## src/rtl/gpio_seq_receiver.sv

```systemverilog
// Device-side responder for the GPIO element-transfer handshake: collects ELEMS
// 15-bit elements from gpio_switch and presents them as a matrix until released.
module gpio_seq_receiver #(
    parameter int ELEMS    = 16,
    parameter int ACK_HOLD = 2,
    parameter bit SYNC_IN  = 1'b0
) (
    input  logic        clk,
    input  logic        rst_n,
    input  logic [15:0] gpio_switch,
    output logic [15:0] gpio_led,
    output logic [15:0] matrix_o [ELEMS],
    output logic        matrix_valid,
    input  logic        matrix_ack,
    output logic        proto_err
);

    localparam int IDX_W  = $clog2(ELEMS + 1);
    localparam int HOLD_W = $clog2(ACK_HOLD + 1);

    typedef enum logic [1:0] {
        IDLE,
        ACK,
        RELEASE,
        FULL
    } state_t;

    state_t              state;
    logic [IDX_W-1:0]    idx;
    logic [HOLD_W-1:0]   hold_cnt;
    logic                ack_q;
    logic [15:0]         sw;

    generate
        if (SYNC_IN) begin : g_sync
            logic [15:0] sync_q1;
            logic [15:0] sync_q2;

            always_ff @(posedge clk) begin
                if (!rst_n) begin
                    sync_q1 <= '0;
                    sync_q2 <= '0;
                end else begin
                    sync_q1 <= gpio_switch;
                    sync_q2 <= sync_q1;
                end
            end

            assign sw = sync_q2;
        end else begin : g_nosync
            assign sw = gpio_switch;
        end
    endgenerate

    assign gpio_led = {ack_q, {(15 - IDX_W){1'b0}}, idx};

    always_ff @(posedge clk) begin
        if (!rst_n) begin
            state        <= IDLE;
            idx          <= '0;
            hold_cnt     <= '0;
            ack_q        <= 1'b0;
            matrix_valid <= 1'b0;
            proto_err    <= 1'b0;
            // NOTE: the matrix storage is reset as well, so a consumer never sees stale elements after reset.
            for (int i = 0; i < ELEMS; i++) begin
                matrix_o[i] <= '0;
            end
        end else begin
            case (state)
                IDLE: begin
                    if (sw[15]) begin
                        for (int i = 0; i < ELEMS; i++) begin
                            if (idx == IDX_W'(i)) begin
                                matrix_o[i] <= {1'b0, sw[14:0]};
                            end
                        end
                        ack_q    <= 1'b1;
                        hold_cnt <= HOLD_W'(ACK_HOLD);
                        state    <= ACK;
                    end
                end

                ACK: begin
                    // The expiry edge wins over a dropped valid: the hold time has been served.
                    if (hold_cnt == HOLD_W'(1)) begin
                        ack_q    <= 1'b0;
                        hold_cnt <= '0;
                        state    <= RELEASE;
                    end else if (!sw[15]) begin
                        proto_err <= 1'b1;
                        ack_q     <= 1'b0;
                        hold_cnt  <= '0;
                        state     <= IDLE;
                    end else begin
                        hold_cnt <= hold_cnt - HOLD_W'(1);
                    end
                end

                RELEASE: begin
                    if (!sw[15]) begin
                        idx <= idx + IDX_W'(1);
                        if (idx == IDX_W'(ELEMS - 1)) begin
                            matrix_valid <= 1'b1;
                            state        <= FULL;
                        end else begin
                            state <= IDLE;
                        end
                    end
                end

                FULL: begin
                    if (matrix_ack) begin
                        matrix_valid <= 1'b0;
                        idx          <= '0;
                        state        <= IDLE;
                    end
                end

                default: state <= IDLE;
            endcase
        end
    end

endmodule

```

## config.mk

```make
export PLATFORM = sky130hd
export DESIGN_NAME = gpio_seq_receiver
export DESIGN_NICKNAME = d
export VERILOG_FILES = /design/src/rtl/gpio_seq_receiver.sv
export SDC_FILE = /design/constraint.sdc
export NUM_CORES = 1
export LEC_CHECK = 0
export CAP_MARGIN = 20
export CORE_MARGIN = 2
export CORE_UTILIZATION = 47
export DETAILED_ROUTE_END_ITERATION = 10
export PLACE_DENSITY = 0.8
export SLEW_MARGIN = 10
export SYNTH_ARGS = -nofsm -noshare
export SYNTH_HDL_FRONTEND = slang
export SYNTH_SLANG_ARGS = --single-unit
export TNS_END_PERCENT = 50
```

## constraint.sdc

```tcl
create_clock -name clk -period 2.3 [get_ports clk]
set_input_delay 0.46 -clock clk [delete_from_list [all_inputs] [get_ports clk]]
set_output_delay 0.46 -clock clk [all_outputs]
set_load 0.1 [all_outputs]
```

==> out/results.tsv <==
stage	metric	value	unit
run_status	outcome	completed	
clock_network	worst_skew_pair.late_latency	530	ps
floorplan	fp.dieH	148	µm
finish	drive_above_1_share	0.284	
yosys	ys_ff_latch	252	
yosys	synth.area.mux_share	0.232	
power_and_ir_drop	ir_drop	508	µV
power_and_ir_drop	p_leak	0.00673	µW
timing	finalCriticalPeriod	2060	ps
routing	met1_length	11400	µm
routing	routed_via_density	5.05	
clock_network	cts_setup_buffers	0	
yosys	async_reset_ff_frac	0	
yosys	synthXorXnorAreaFrac	0	
finish	final_nets	1214	
routing	dr_total_vias	7464	
floorplan	ioPinCount	293	
yosys	synthTopCellsByCount	nand2_1, dfxtp_1, mux2i_1, clkbuf_1, buf_4	
yosys	synth-adder-area-share	0.00774	
yosys	synth_top_family_by_area	multiplexers	
routing	drt-pass1-iter-count	5	
yosys	synth_compound_area_frac	0.0253	
place	gp_congestion	0.807	
place	pre_cts_ws	93.4	ps
yosys	synthSimpleGateAreaFrac	0.151	
floorplan	core.rowCount	52	
clock_network	cts_buffers	27	
timing	max_freq	0.486	GHz
timing	final.period_utilization	0.895	
timing	report.final.slew_viol_count	0	
place	place_hpwl	18400	µm
setup_path	required	2670	ps
yosys	syn_avg_cell_area	10.3	µm²
timing	finalHoldWorstSlack	339	ps
yosys	synth.largest_area_cell	dfxtp_1	
yosys	post_synth_main_area_contributors	dfxtp_1, mux2i_1, nand2_1, buf_4, clkbuf_1	
floorplan	fp.dieW	148	µm
finish	syn_to_final_growth	31.7	%
clock_network	ctsHoldBuffers	0	
yosys	synthCells	944	
timing	finClkSkew	11.7	ps
clock_network	cts_root_buf	clkbuf_16	
grt	grt_antenna_before_repair	0	
yosys	ys.warnings.count	0	
worst_hold_path	hold_class	in -> reg	
clock_network	clock_path_buffers	3	
clock_network	cts_tree	done	
timing	worst_slew_pin_slew	803	ps
timing	finalHoldViolCount	0	
timing	rsz0062_at_grt	no	
routing	drc_errors	0	
yosys	ys_seq_area_frac	0.520	
power_and_ir_drop	power-per-cell-area	765	nW/µm²
yosys	synthFlopType	dfxtp_1	
run	drv_cap	0	
grt	grt-ovfl-total	0	
grt	grt_usage	0.240	
yosys	post-synth-top-count-cell	nand2_1	
grt	grt_pass1_vias	7086	
routing	drt_iter0_markers	380	
timing	setup_tns	0	ps
place	numPortBuffers	266	
grt	grt_pass1_wl	41100	µm
yosys	yosysTopAreaCellShare	0.520	
routing	dr_wl_met2	13300	µm
clock_network	clock-sinks	252	
floorplan	die_area	21800	µm²
yosys	syn_area	9700	µm²
yosys	yosysUniqueCellTypes	45	
finish	fin_util	0.631	
setup_path	crit_path_start_kind	flip-flop	
setup_path	path_class	reg -> reg	
routing	highest_layer	met4	
timing	relSlewSlack	0.464	
setup_path	worstSetupEndpointType	flip-flop	
setup_path	cp.arrival	2430	ps
floorplan	core-area	20200	µm²
yosys	synth_edf_count	0	
grt	grt_max_degree	74	
routing	wl_per_cell	18.5	µm
clock_network	h-tree-depth	1	
timing	setup_slack	241	ps
setup_path	critPathMaxFanout	15	
floorplan	initial_core_util	0.479	
timing	setup_viol_count_final	0	
routing	wl_met3	1790	µm
finish	antenna_cells	0	
routing	wl	27300	µm
routing	ant_nets	0	
clock_network	clkTransAtPathRegs	70	ps
clock_network	cts_resized	0	
area by class of cell:
cell class,count,area (µm²)
timing repair buffer,290,2270
clock buffer,32,704
multi-input combinational,612,4130
inverter,6,22.5
sequential,252,5050
tap,270,338
fill,1660,7460
clock inverter,17,249
registers in the layout (all words and copies together), names as in the netlist:
register	count
ack_q	1
hold_cnt	2
idx	5
matrix_o	240
matrix_valid	1
proto_err	1
state	2
final timing paths:
path                                  start      endpoint  slack (ps)  cells after the start
worst min-delay path                  rst_n  matrix_o[65]         340                      3
worst max-delay path                 idx[0]  matrix_o[29]         240                      5
worst min register to register  matrix_o[6]   matrix_o[6]         450                      2
worst max register to register       idx[0]  matrix_o[29]         240                      5
kinds of logic after synthesis:
logic type	count (synthesis)
muxes	225
AOI/OAI and AO/OA	39
DFF	252
adders and majority gates	6
and+or+nand+nor	316
other	1
buffers and inverters	105
routing by layer:
metal,vias up,GRT usage
met2,256,0.420
met1,3592,0.300
met3,48,0.0466
met5,-,0
met4,0,0.0731
li1,3568,-
stage by stage:
step,area [µm²],instances,power (µW)
floorplan,9800,969,5080
global placement,11800,1430,5220
detailed placement,11800,1430,5230
CTS,12800,1479,9840
global route,12800,1479,10000
finish,12800,1479,9760
placed cells by master, fill, tap and decap left out, types with 7 or more instances in the layout:
cell type        count
nand2_1            280
buf_4              268
dfxtp_1            248
mux2i_1            225
clkbuf_16           27
conb_1              26
a21oi_1             21
clkdlybuf4s50_1     17
nand4_4              7
power by group:
part           switching [µW]  internal (µW)  total, µW
Combinational             592            131        723
Clock                    1760           2870       4630
Sequential               22.2           4390       4410
Total                    2380           7390       9760
worst max-delay path: stages (launching register included):
cell and delay, ps:
dfxtp_4 370, inv_1 100, ha_1 140, nor2b_1 610, nand3_4 440, mux2i_1 220
Note: power is estimated with default switching activity, not from simulation.
